**config.mk**
```make
export PLATFORM = sky130hd
export DESIGN_NAME = risc_intc
export DESIGN_NICKNAME = d
export VERILOG_FILES = /design/src/rtl/risc_intc.sv
export SDC_FILE = /design/constraint.sdc
export NUM_CORES = 1
export LEC_CHECK = 0
export CORE_MARGIN = 2
export CORE_UTILIZATION = 40
export DETAILED_ROUTE_END_ITERATION = 12
export PLACE_DENSITY = 0.71
export SLEW_MARGIN = 30
export SYNTH_ARGS = -nofsm -noshare
export SYNTH_HDL_FRONTEND = slang
export SYNTH_SLANG_ARGS = --single-unit
```
**constraint.sdc**
```tcl
create_clock -name clk -period 3.7 [get_ports clk]
set_clock_uncertainty 0.15 [all_clocks]
set_input_delay 0.74 -clock clk [delete_from_list [all_inputs] [get_ports clk]]
set_output_delay 0.74 -clock clk [all_outputs]
set_load 0.02 [all_outputs]
```
**src/rtl/risc_intc.sv**
```systemverilog
// risc_intc: interrupt controller and interval timer for the RiSC core.
// It synchronises the irq_in lines and latches them as pending. A mask, a global
// enable and a fixed lowest-index-wins priority select one source, which is then
// presented to the CPU through a req/ack/done handshake.
// Optional feature: define RISC_INTC_TIMER_EN to replace source 0 with an internal
// interval timer (PERIOD/COUNT registers). Without it PERIOD/COUNT read as 0.
module risc_intc #(
  parameter int unsigned NUM_IRQ = 8
) (
  input  logic               clk,
  input  logic               reset,
  input  logic [NUM_IRQ-1:0] irq_in,
  input  logic               cr_we,
  input  logic [2:0]         cr_addr,
  input  logic [15:0]        cr_wdata,
  output logic [15:0]        cr_rdata,
  output logic               int_req,
  output logic [2:0]         int_vec,
  input  logic               int_ack,
  input  logic               int_done
);

  typedef enum logic [1:0] {
    StIdle    = 2'd0,
    StReq     = 2'd1,
    StService = 2'd2
  } state_e;

  localparam logic [2:0] AddrPend   = 3'd0;
  localparam logic [2:0] AddrMask   = 3'd1;
  localparam logic [2:0] AddrCtrl   = 3'd2;
  localparam logic [2:0] AddrPeriod = 3'd3;
  localparam logic [2:0] AddrCount  = 3'd4;
  localparam logic [2:0] AddrStat   = 3'd5;

  state_e             state_q, state_d;
  logic [2:0]         vec_q, vec_d;
  logic [NUM_IRQ-1:0] sync1_q, sync2_q, sync3_q;
  logic [NUM_IRQ-1:0] pend_q, pend_d, mask_q;
  logic               gie_q;
  logic [NUM_IRQ-1:0] irq_edge, set_ev, wr_clr, ack_clr, elig;
  logic [2:0]         win;
  logic               any_elig;
  logic               wr_pend, wr_mask, wr_ctrl;
  logic               unused_wdata;

  assign wr_pend = cr_we && (cr_addr == AddrPend);
  assign wr_mask = cr_we && (cr_addr == AddrMask);
  assign wr_ctrl = cr_we && (cr_addr == AddrCtrl);

  // Upper write-data bits have no destination for narrow configurations.
  assign unused_wdata = ^cr_wdata;

  // Two-flop synchroniser followed by a previous-value register for edge detect
  always_ff @(posedge clk or posedge reset) begin
    if (reset) begin
      sync1_q <= '0;
      sync2_q <= '0;
      sync3_q <= '0;
    end else begin
      sync1_q <= irq_in;
      sync2_q <= sync1_q;
      sync3_q <= sync2_q;
    end
  end

  assign irq_edge = sync2_q & ~sync3_q;

`ifdef RISC_INTC_TIMER_EN
  logic [15:0] period_q, count_q;
  logic        wr_period, tmr_evt;

  assign wr_period = cr_we && (cr_addr == AddrPeriod);
  // Event on the edge where COUNT leaves 1 and reloads from PERIOD.
  assign tmr_evt   = (period_q != 16'd0) && (count_q == 16'd1);

  // Period register and down-counter; a period write restarts the count
  always_ff @(posedge clk or posedge reset) begin
    if (reset) begin
      period_q <= '0;
      count_q  <= '0;
    end else if (wr_period) begin
      period_q <= cr_wdata;
      count_q  <= cr_wdata;
    end else if (period_q == 16'd0) begin
      count_q <= '0;
    end else if (count_q <= 16'd1) begin
      count_q <= period_q;
    end else begin
      count_q <= count_q - 16'd1;
    end
  end
`endif

  // Pending-set sources; the timer takes over source 0 when enabled
  always_comb begin
    set_ev = irq_edge;
`ifdef RISC_INTC_TIMER_EN
    set_ev[0] = tmr_evt;
`endif
  end

  // Clear events: W1C write and acknowledge of the in-flight vector
  always_comb begin
    wr_clr = wr_pend ? cr_wdata[NUM_IRQ-1:0] : '0;
    for (int i = 0; i < NUM_IRQ; i++) begin
      ack_clr[i] = (state_q == StReq) && int_ack && (vec_q == 3'(i));
    end
  end

  // Set dominates clear on the same bit in the same cycle.
  assign pend_d = (pend_q & ~(wr_clr | ack_clr)) | set_ev;

  // Pending, mask and global-enable registers
  always_ff @(posedge clk or posedge reset) begin
    if (reset) begin
      pend_q <= '0;
      mask_q <= '0;
      gie_q  <= 1'b0;
    end else begin
      pend_q <= pend_d;
      if (wr_mask) mask_q <= cr_wdata[NUM_IRQ-1:0];
      if (wr_ctrl) gie_q  <= cr_wdata[0];
    end
  end

  // Fixed priority: scan downwards so the lowest eligible index is the last to win
  always_comb begin
    elig     = pend_q & mask_q;
    any_elig = |elig;
    win      = 3'd0;
    for (int i = NUM_IRQ - 1; i >= 0; i--) begin
      if (elig[i]) win = 3'(i);
    end
  end

  // FSM state and latched vector registers
  always_ff @(posedge clk or posedge reset) begin
    if (reset) begin
      state_q <= StIdle;
      vec_q   <= 3'd0;
    end else begin
      state_q <= state_d;
      vec_q   <= vec_d;
    end
  end

  // FSM next state; the vector is captured only when leaving IDLE
  always_comb begin
    state_d = state_q;
    vec_d   = vec_q;
    unique case (state_q)
      StIdle: begin
        if (gie_q && any_elig) begin
          state_d = StReq;
          vec_d   = win;
        end
      end
      StReq: begin
        if (int_ack) state_d = StService;
      end
      StService: begin
        if (int_done) state_d = StIdle;
      end
      default: state_d = StIdle;
    endcase
  end

  assign int_req = (state_q == StReq);
  assign int_vec = vec_q;

  // Register read mux, zero latency
  always_comb begin
    cr_rdata = '0;
    case (cr_addr)
      AddrPend: cr_rdata[NUM_IRQ-1:0] = pend_q;
      AddrMask: cr_rdata[NUM_IRQ-1:0] = mask_q;
      AddrCtrl: cr_rdata[0]           = gie_q;
`ifdef RISC_INTC_TIMER_EN
      AddrPeriod: cr_rdata = period_q;
      AddrCount:  cr_rdata = count_q;
`endif
      AddrStat: cr_rdata[5:0] = {state_q, 1'b0, vec_q};
      default:  cr_rdata = '0;
    endcase
  end

endmodule

```
Word level (Yosys, flattened, before mapping)
Cells that the tools add are included.
{"block": "word_totals", "romBits": 0, "inputBits": 32, "mem_count": 0, "register_bits": 46, "latchBits": 0, "output_inout_bits": 20, "word_cells": 65, "ramBits": 0}
{"block": "classes", "shifts": 0, "muxes": 16, "div": 0, "eq_ne": 15, "bitwise": 7, "reduce_logical": 19, "add_sub_neg": 0, "n_lt_le_gt_ge": 0, "mul": 0}
{"operator": "AND 8 bit", "count": 3}
{"operator": "2-to-1 mux 3 bit", "count": 8}
{"operator": "inverter 8 bit", "count": 2}
{"operator": "OR 8 bit", "count": 2}
{"operator": "equality test 3 bit (second input constant)", "count": 5}
{"operator": "case mux 5 bit (3 select lines)", "count": 1}
{"operator": "logical AND 1 bit", "count": 13}
{"operator": "equality test 3 x 2 -> 1 bit (second input constant)", "count": 3}
{"operator": "2-to-1 mux 8 bit", "count": 1}
{"operator": "OR reduction 8 bit", "count": 1}
{"operator": "equality test 3 x 1 -> 1 bit (second input constant)", "count": 2}
{"operator": "logical NOT 3 bit", "count": 2}
{"operator": "2-to-1 mux 2 bit", "count": 3}
{"operator": "case mux 2 bit (3 select lines)", "count": 1}
{"operator": "inequality test 2 bit (second input constant)", "count": 2}
{"operator": "case mux 1 bit (4 select lines)", "count": 1}
{"operator": "case mux 2 bit (2 select lines)", "count": 1}
{"operator": "AND reduction 3 bit", "count": 1}
{"operator": "equality test 2 x 1 -> 1 bit (second input constant)", "count": 1}
{"operator": "equality test 2 bit (second input constant)", "count": 1}
{"operator": "logical NOT 2 bit", "count": 1}
{"operator": "inequality test 2 x 1 -> 1 bit (second input constant)", "count": 1}
{"operator": "AND reduction 2 bit", "count": 1}

Depth between registers and ports, before layout
Gate-level depths: netlist (run 1).
{"block": "depth", "depth_word": 9, "mapped_depth": 6}

Least setup slack after synthesis (run 1)
No wires, ideal clock.
{"block": "synth_path", "path_type": "input-to-output", "start": "input cr_addr[0]", "end": "output cr_rdata[0]", "path_slack_ps": 1075, "n_path_buf": 2, "cell_stages": 4, "arrival_ps": 1735, "cell_sequence": "buf_6 > buf_2 > nand2_1 > o32ai_1"}
{"block": "synth_between", "elab_chain_len": 2}
{"element": "start, declared", "line": "14", "rtl": "input logic [2:0] cr_addr,"}
{"element": "equality test 3 bit, or another cell as far along", "line": "175", "rtl": "case (cr_addr)"}
{"element": "case mux 1 bit (4 select lines) (*)", "line": "175"}
{"element": "end, declared", "line": "16", "rtl": "output logic [15:0] cr_rdata,"}
Every way passes the cells marked *; elsewhere a longest branch is shown, timed or not.

Worst setup path after layout (run 1)
{"block": "layout_path", "start": "input cr_addr[0]", "end": "output cr_rdata[2]"}
{"block": "layout_between", "elab_chain_len": 2}
{"element": "equality test 3 bit, or another cell as far along", "line": "175"}
{"element": "case mux 5 bit (3 select lines) (*)", "line": "175"}
Marks and branches as above.

==> results of run 1 <==
-- power by group through the flow --
| stage | Clock, W | Combinational, W | Sequential (W) |
|---|---|---|---|
| floorplan | 0 | 0.000227 | 0.000681 |
| global placement | 0 | 0.000374 | 0.000684 |
| detailed placement | 0 | 0.000378 | 0.000689 |
| CTS | 0.000320 | 0.000382 | 0.000679 |
| global route | 0.000349 | 0.000416 | 0.000693 |
| finish | 0.000306 | 0.000378 | 0.000680 |
-- critical path, stage by stage --
cell,delay [ps]
clkdlybuf4s50_1,540
buf_4,210
mux2i_1,220
nor2_1,60
a31oi_1,140
nor2_1,50
clkdlybuf4s50_1,530
-- cells by family (layout without fill, tap and decap cells) --
logic type	after synthesis	after routing	share of synthesized area (%)
buffers and inverters	26	61	7.431
other	1	8	0.1920
DFF	46	46	58.94
muxes	18	18	9.802
AOI/OAI and AO/OA	33	33	12.17
and+or+nand+nor	43	43	11.47
-- worst max path at each step --
stage                from     endpoint  slack, ps  cells after the start
4_1_cts        cr_addr[0]  cr_rdata[2]        320                      7
2_1_floorplan  cr_addr[0]  cr_rdata[0]       1070                      4
3_5_place_dp   cr_addr[0]  cr_rdata[2]        330                      7
5_1_grt        cr_addr[0]  cr_rdata[0]        200                      5
6_report       cr_addr[0]  cr_rdata[2]        320                      7
3_3_place_gp   cr_addr[0]  cr_rdata[2]        350                      7
-- synthesized netlist by cell type (all sizes together) --
cell type | count | area share (%)
dfrtp | 46 | 59
nand2 | 20 | 3.8
inv | 13 | 2.5
buf | 12 | 4.7
mux2 | 9 | 5.2
mux2i | 9 | 4.6
nor2 | 9 | 1.7
o21ai | 7 | 1.8
a22oi | 5 | 1.9
a32o | 5 | 2.6
a21oi | 4 | 1.0
nand3 | 4 | 1.0
nor3 | 4 | 1.6
o311ai | 4 | 1.8
a31oi | 3 | 0.96
o22a | 2 | 0.90
a32oi | 1 | 0.45
and4bb | 1 | 0.64
clkbuf | 1 | 0.19
conb | 1 | 0.19
nand2b | 1 | 0.32
nand3b | 1 | 0.38
nor3b | 1 | 0.38
nor4 | 1 | 0.32
nor4b | 1 | 1.2
o22ai | 1 | 0.32
o32ai | 1 | 0.45
-- routing by layer --
layer	vias up	track usage, %	share of wire [%]
li1	658	-	-
met1	651	20.75	46
met2	41	22.32	47
met3	9	5.075	5.1
met4	0	6.061	2.0
met5	-	0	0
-- sequential cells by signal (all words and copies together) (netlist names) --
register / flops
gie_q: 1
int_vec: 3
mask_q: 8
pend_q: 8
state_q: 2
sync1_q: 8
sync2_q: 8
sync3_q: 8
-- stage by stage --
stage	hold WS [ps]	std cells	worst slack [ps]
2_1_floorplan	181.2	174	1075
3_3_place_gp	181.4	268	345.8
3_5_place_dp	185.5	268	325.8
4_1_cts	194.7	276	324.7
5_1_grt	212.0	276	197.2
6_report	191.2	276	322.9
-- area by class of cell --
type	instances	area [µm²]
multi-input cells	102	683.2
flip-flops and latches	46	1151
inverters	13	48.80
clock inverters	1	5.005
clock buffers	7	86.33
fillers	410	2277
repair buffers	40	387.9
well taps	67	83.83
==> qor.txt, run 1 <==
outcome - completed
Worst Tran Pin Value - 809.0 ps
DRT iter0 DRCs - 91
Hold Startpoint - sync1_q[1]$_DFF_PP0_
post-route setup TNS - 0 ps
Gate power share - 27.7%
Switch Pwr - 0.0004462 W
Post-CTS Setup Bufs - 0
Worst Path Required - 2810 ps
Period minus WS final - 3377 ps
largest net degree at the start of global routing - 25
final setup vio count - 0
num ports - 52
Pleak - 1.051 nW
most frequent cells in the layout - dfrtp_1 (46), clkdlybuf4s50_1 (35), nand2_1 (20)
Resize count post-CTS - 0
Clock Latency Late Sink - 290 ps
Power Total - 0.001363 W
Syn. warnings - 0
post-route clock period utilization - 91.27%
Vias - 1359
Nets - 240
Startpoint Class - input port
antenna diode instance count - 0
cell-internal power - 0.0009171 W
critical path endpoint category - primary output
CP max FO - 8
DR WL/cell - 13.24 µm
Worst R2R Setup Slack - 2090 ps
initial antenna violation count - 0
routability cong. - 0.9284
reg2reg end - int_vec[0]$_DFFE_PP0P_
Area growth, synth to finish - 25.24%
Placed Area - 2355 µm²
Core Util, Final - 51.79%
Hold WC Path Type - flip-flop to flip-flop
Final Cell Area - 2446 µm²
DR pass1 iterations - 4
Mapped Area - 1953 µm²
RSZ-0062 raised after global routing - no
FF+latch count, synth - 46
Final Hold Fails - 0
cell count of the worst reg-to-reg path - 3
CTS tree - built
layout cells sized above 1 - 11.48%
sequential share of the synthesized area - 58.94%
Fmax achieved - 296.1 MHz
final slew viol count - 0
RR Startpoint - state_q[1]$_DFFE_PP0P_
Cell Rows - 25
Net Sw Frac - 32.73%
Clk pwr share - 22.4%
core area - 4723 µm²
CTS Buffer Depth - 2
Detailed Route WL - 3653 µm
Max Cap Violations - 0
vias per cell - 4.924
CTS Hold Buffers Added - 0
post-detail-place hpwl - 2729 µm
vias in the first global route - 1317
clk slew on worst S/H paths - 80 ps
CTS buffer count - 5
Clock Sink Count - 46
die outline area - 5458 µm²
first-pass GRT wire length - 6154 µm
Worst slew margin - 45.74%
Routed Antenna Nets - 0
Syn Area/Cell - 11.70 µm²
Die X - 73.88 µm
IO Port Bufs - 35
hold path endpoint - sync2_q[1]$_DFF_PP0_
post-synthesis cell count - 167
Yosys cell types - 30
gr usage total - 15.20%
WHS Path Cells - 0
H-tree Lvls - 2
Reg power frac - 49.9%
root buffer cell - clkbuf_8
leading cell type in the layout, fill and taps excluded - dfrtp_1
Crit Path Class - input port to primary output
Max IR drop VDD - 0.0002684 V
PwrDens - 557.4 nW/µm²
GRT Residual Overflow - 0
Die Y - 73.88 µm
Initial Util - 41.35%
# DRC - 0
Critical Path AT - 2490 ps
No activity file was read; power rests on OpenSTA's default activity.
==> run 2: changes to the inputs <==
Settings changed: ABC_AREA from default to 1, SETUP_SLACK_MARGIN from default to 0.5.
==> qor.txt, run 2 <==
CTS Buffer Depth - 2 (unchanged)
Fmax achieved - 326.8 MHz (was 296.1 MHz)
Nets - 274 (was 240)
vias per cell - 4.741 (was 4.924)
Mapped Area - 1898 µm² (was 1953 µm²)
top cell type's share of synthesized area - 60.65% (was 58.94%)
post-synthesis cell count - 201 (was 167)
Syn. warnings - 0 (unchanged)
outcome - completed (unchanged)
cell accounting for the most synthesized area - dfrtp_1 (unchanged)
CTS buffer count - 5 (unchanged)
Worst Tran Pin Value - 758.8 ps (was 809.0 ps)
most frequent cells in the layout - nand2_1 (59), dfrtp_1 (46), clkdlybuf4s50_1 (27) (was dfrtp_1 (46), clkdlybuf4s50_1 (35), nand2_1 (20))
die outline area - 5312 µm² (was 5458 µm²)
total buffers and inverters traversed by the critical path - 3 (unchanged)
delay-heaviest family, CP - buffers and inverters (unchanged)
Placed Area - 2278 µm² (was 2355 µm²)
slowest stage delay, CP - 450 ps (was 540 ps)
CP max FO - 8 (unchanged)
core area - 4661 µm² (was 4723 µm²)
Pleak - 1.170 nW (was 1.051 nW)
Resize count post-CTS - 9 (was 0)
top post-synthesis cells by area - dfrtp_1 (61%), nand2_1 (12%), inv_1 (4.5%) (was dfrtp_1 (59%), mux2_2 (5.2%), mux2i_1 (4.6%))
Die Y - 72.89 µm (was 73.88 µm)
routability cong. - 0.8750 (was 0.9284)
initial antenna violation count - 0 (unchanged)
Setup WS pre-CTS - 263.9 ps (was 325.8 ps)
Cell Rows - 25 (unchanged)
Worst slew margin - 49.10% (was 45.74%)
# DRC - 0 (unchanged)
PwrDens - 554.9 nW/µm² (was 557.4 nW/µm²)
most used cell, CP - nand2_1
DRT iter0 DRCs - 93 (was 91)
IO Port Bufs - 35 (unchanged)
Syn Area/Cell - 9.443 µm² (was 11.70 µm²)
Routed Antenna Nets - 0 (unchanged)
sequential share of the synthesized area - 60.65% (was 58.94%)
Period minus WS final - 3060 ps (was 3377 ps)
Yosys cell types - 25 (was 30)
CTS Hold Buffers Added - 0 (unchanged)
Detailed Route WL - 3540 µm (was 3653 µm)
Clock Latency Late Sink - 290 ps (about the same)
RSZ-0062 raised after global routing - no (unchanged)
Startpoint Class - input port (unchanged)
commonest cells in the netlist - nand2_1 (59), dfrtp_1 (46), inv_1 (23) (was dfrtp_1 (46), nand2_1 (20), inv_1 (13))
critical path endpoint category - primary output (unchanged)
antenna diode instance count - 0 (unchanged)
Final Hold Fails - 0 (unchanged)
crit-path cells - clkdlybuf4s50_1, nor2_1, nand2_1, inv_2, nand2_1, o21ai_0, dlygate4sd2_1 (was clkdlybuf4s50_1, buf_4, mux2i_1, nor2_1, a31oi_1, nor2_1, clkdlybuf4s50_1)
most common cell in the netlist - nand2_1 (was dfrtp_1)
Worst Path Required - 2810 ps (about the same)
CTS tree - built (unchanged)
root buffer cell - clkbuf_8 (unchanged)
Area growth, synth to finish - 24.06% (was 25.24%)
slowest CP cell - clkdlybuf4s50_1 (unchanged)
post-detail-place hpwl - 2730 µm (was 2729 µm)
layout cells sized above 1 - 7.407% (was 11.48%)
Vias - 1408 (was 1359)
DR pass1 iterations - 4 (unchanged)
Max IR drop VDD - 0.0003067 V (was 0.0002684 V)
Critical Path AT - 2170 ps (was 2490 ps)
Die X - 72.89 µm (was 73.88 µm)
# fillers - 427 (was 410)
Hold WS - 204.1 ps (was 191.2 ps)
clk slew on worst S/H paths - 80 ps (about the same)
Crit Path Class - input port to primary output (unchanged)
FF+latch count, synth - 46 (unchanged)
num ports - 52 (unchanged)
vias in the first global route - 1326 (was 1317)
DR WL/cell - 11.92 µm (was 13.24 µm)
Initial Util - 40.72% (was 41.35%)
H-tree Lvls - 2 (unchanged)
Max Cap Violations - 0 (unchanged)
largest net degree at the start of global routing - 26 (was 25)
prevailing post-synth register cell - dfrtp_1 (unchanged)
ys async rst share - 100.0% (unchanged)
Post-CTS Setup Bufs - 0 (unchanged)
Clock Sink Count - 46 (unchanged)
Post-synth EDFFs - 0 (unchanged)
post-route clock period utilization - 82.69% (was 91.27%)
Core Util, Final - 50.52% (was 51.79%)
final slew viol count - 0 (unchanged)
first-pass GRT wire length - 5913 µm (was 6154 µm)
Final Cell Area - 2355 µm² (was 2446 µm²)
leading cell type in the layout, fill and taps excluded - nand2_1 (was dfrtp_1)
Setup WS post-layout - 640.3 ps (was 322.9 ps)
Hold WC Path Type - flip-flop to flip-flop (unchanged)
post-route setup TNS - 0 ps (unchanged)
gr usage total - 14.54% (was 15.20%)
final setup vio count - 0 (unchanged)
GRT Residual Overflow - 0 (unchanged)
-- run 2: changes by cell type after synthesis, sizes merged, moves of 4 or more --
cell / previous run / this run
nor3: 4 / 0
a32o: 5 / 0
a22oi: 5 / 0
mux2: 9 / 4
mux2i: 9 / 0
nand3: 4 / 16
o311ai: 4 / 0
inv: 13 / 23
o21ai: 7 / 16
nand2: 20 / 61
-- run 2: through the flow --
| stage | total power, W | instances |
|---|---|---|
| floorplan | 0.0008860 | 208 |
| global placement | 0.001023 | 289 |
| detailed placement | 0.001032 | 289 |
| CTS | 0.001317 | 297 |
| global route | 0.001393 | 297 |
| finish | 0.001307 | 297 |
-- run 2: metal layers --
metal | global-route usage [%] | part of all wire (%) | up-vias
met3 | 3.867 | 4.9 | 2
met1 | 18.93 | 47 | 669
met2 | 24.24 | 48 | 37
li1 | - | - | 700
met5 | 0 | 0 | -
met4 | 3.704 | 0.31 | 0
-- run 2: final cells by class --
| type | count | area, µm² | share of cell area, % |
|---|---|---|---|
| well taps | 54 | 67.56 | 2.869 |
| repair buffers | 36 | 347.8 | 14.77 |
| clock buffers | 6 | 72.57 | 3.082 |
| multi-input cells | 129 | 610.6 | 25.93 |
| clock inverters | 2 | 13.76 | 0.5845 |
| flip-flops and latches | 46 | 1151 | 48.88 |
| inverters | 24 | 91.34 | 3.879 |
-- run 2: cell families (layout without fill, tap and decap cells) --
logic type | after synthesis | in the layout | synth area share, %
AND/OR/NAND/NOR | 93 | 93 | 20.90
flip-flops | 46 | 46 | 60.65
buffers and inverters | 33 | 68 | 8.569
AO/OA/AOI/OAI | 24 | 24 | 6.922
multiplexers | 4 | 4 | 2.769
other | 1 | 8 | 0.1976
-- run 2: path summary, 6_finish.rpt --
path / startpoint / endpoint / slack [ps] / cells past startpoint
setup reg to reg: state_q[1]$_DFFE_PP0P_ / int_vec[0]$_DFFE_PP0P_ / 2200 / 6
setup / recovery: cr_addr[2] / cr_rdata[6] / 640 / 7
hold reg to reg: sync1_q[1]$_DFF_PP0_ / sync2_q[1]$_DFF_PP0_ / 200 / 0
hold / removal: sync1_q[1]$_DFF_PP0_ / sync2_q[1]$_DFF_PP0_ / 200 / 0
max in group asynchronous: reset / sync1_q[1]$_DFF_PP0_ / 2040 / 3
min in group asynchronous: reset / sync1_q[4]$_DFF_PP0_ / 640 / 2
-- run 2: power breakdown --
part / internal [W] / switching (W)
logic: 0.000152 / 0.000204
clock network: 0.000133 / 0.000161
registers: 0.000584 / 0.0000720
-- run 2: worst reg2reg max path, cell delays in order, from the launching register on --
cell,delay (ps)
dfrtp_1,430
nor3b_1,290
o21ai_0,220
nand2_1,140
inv_1,60
nand2_1,50
nand2_1,50
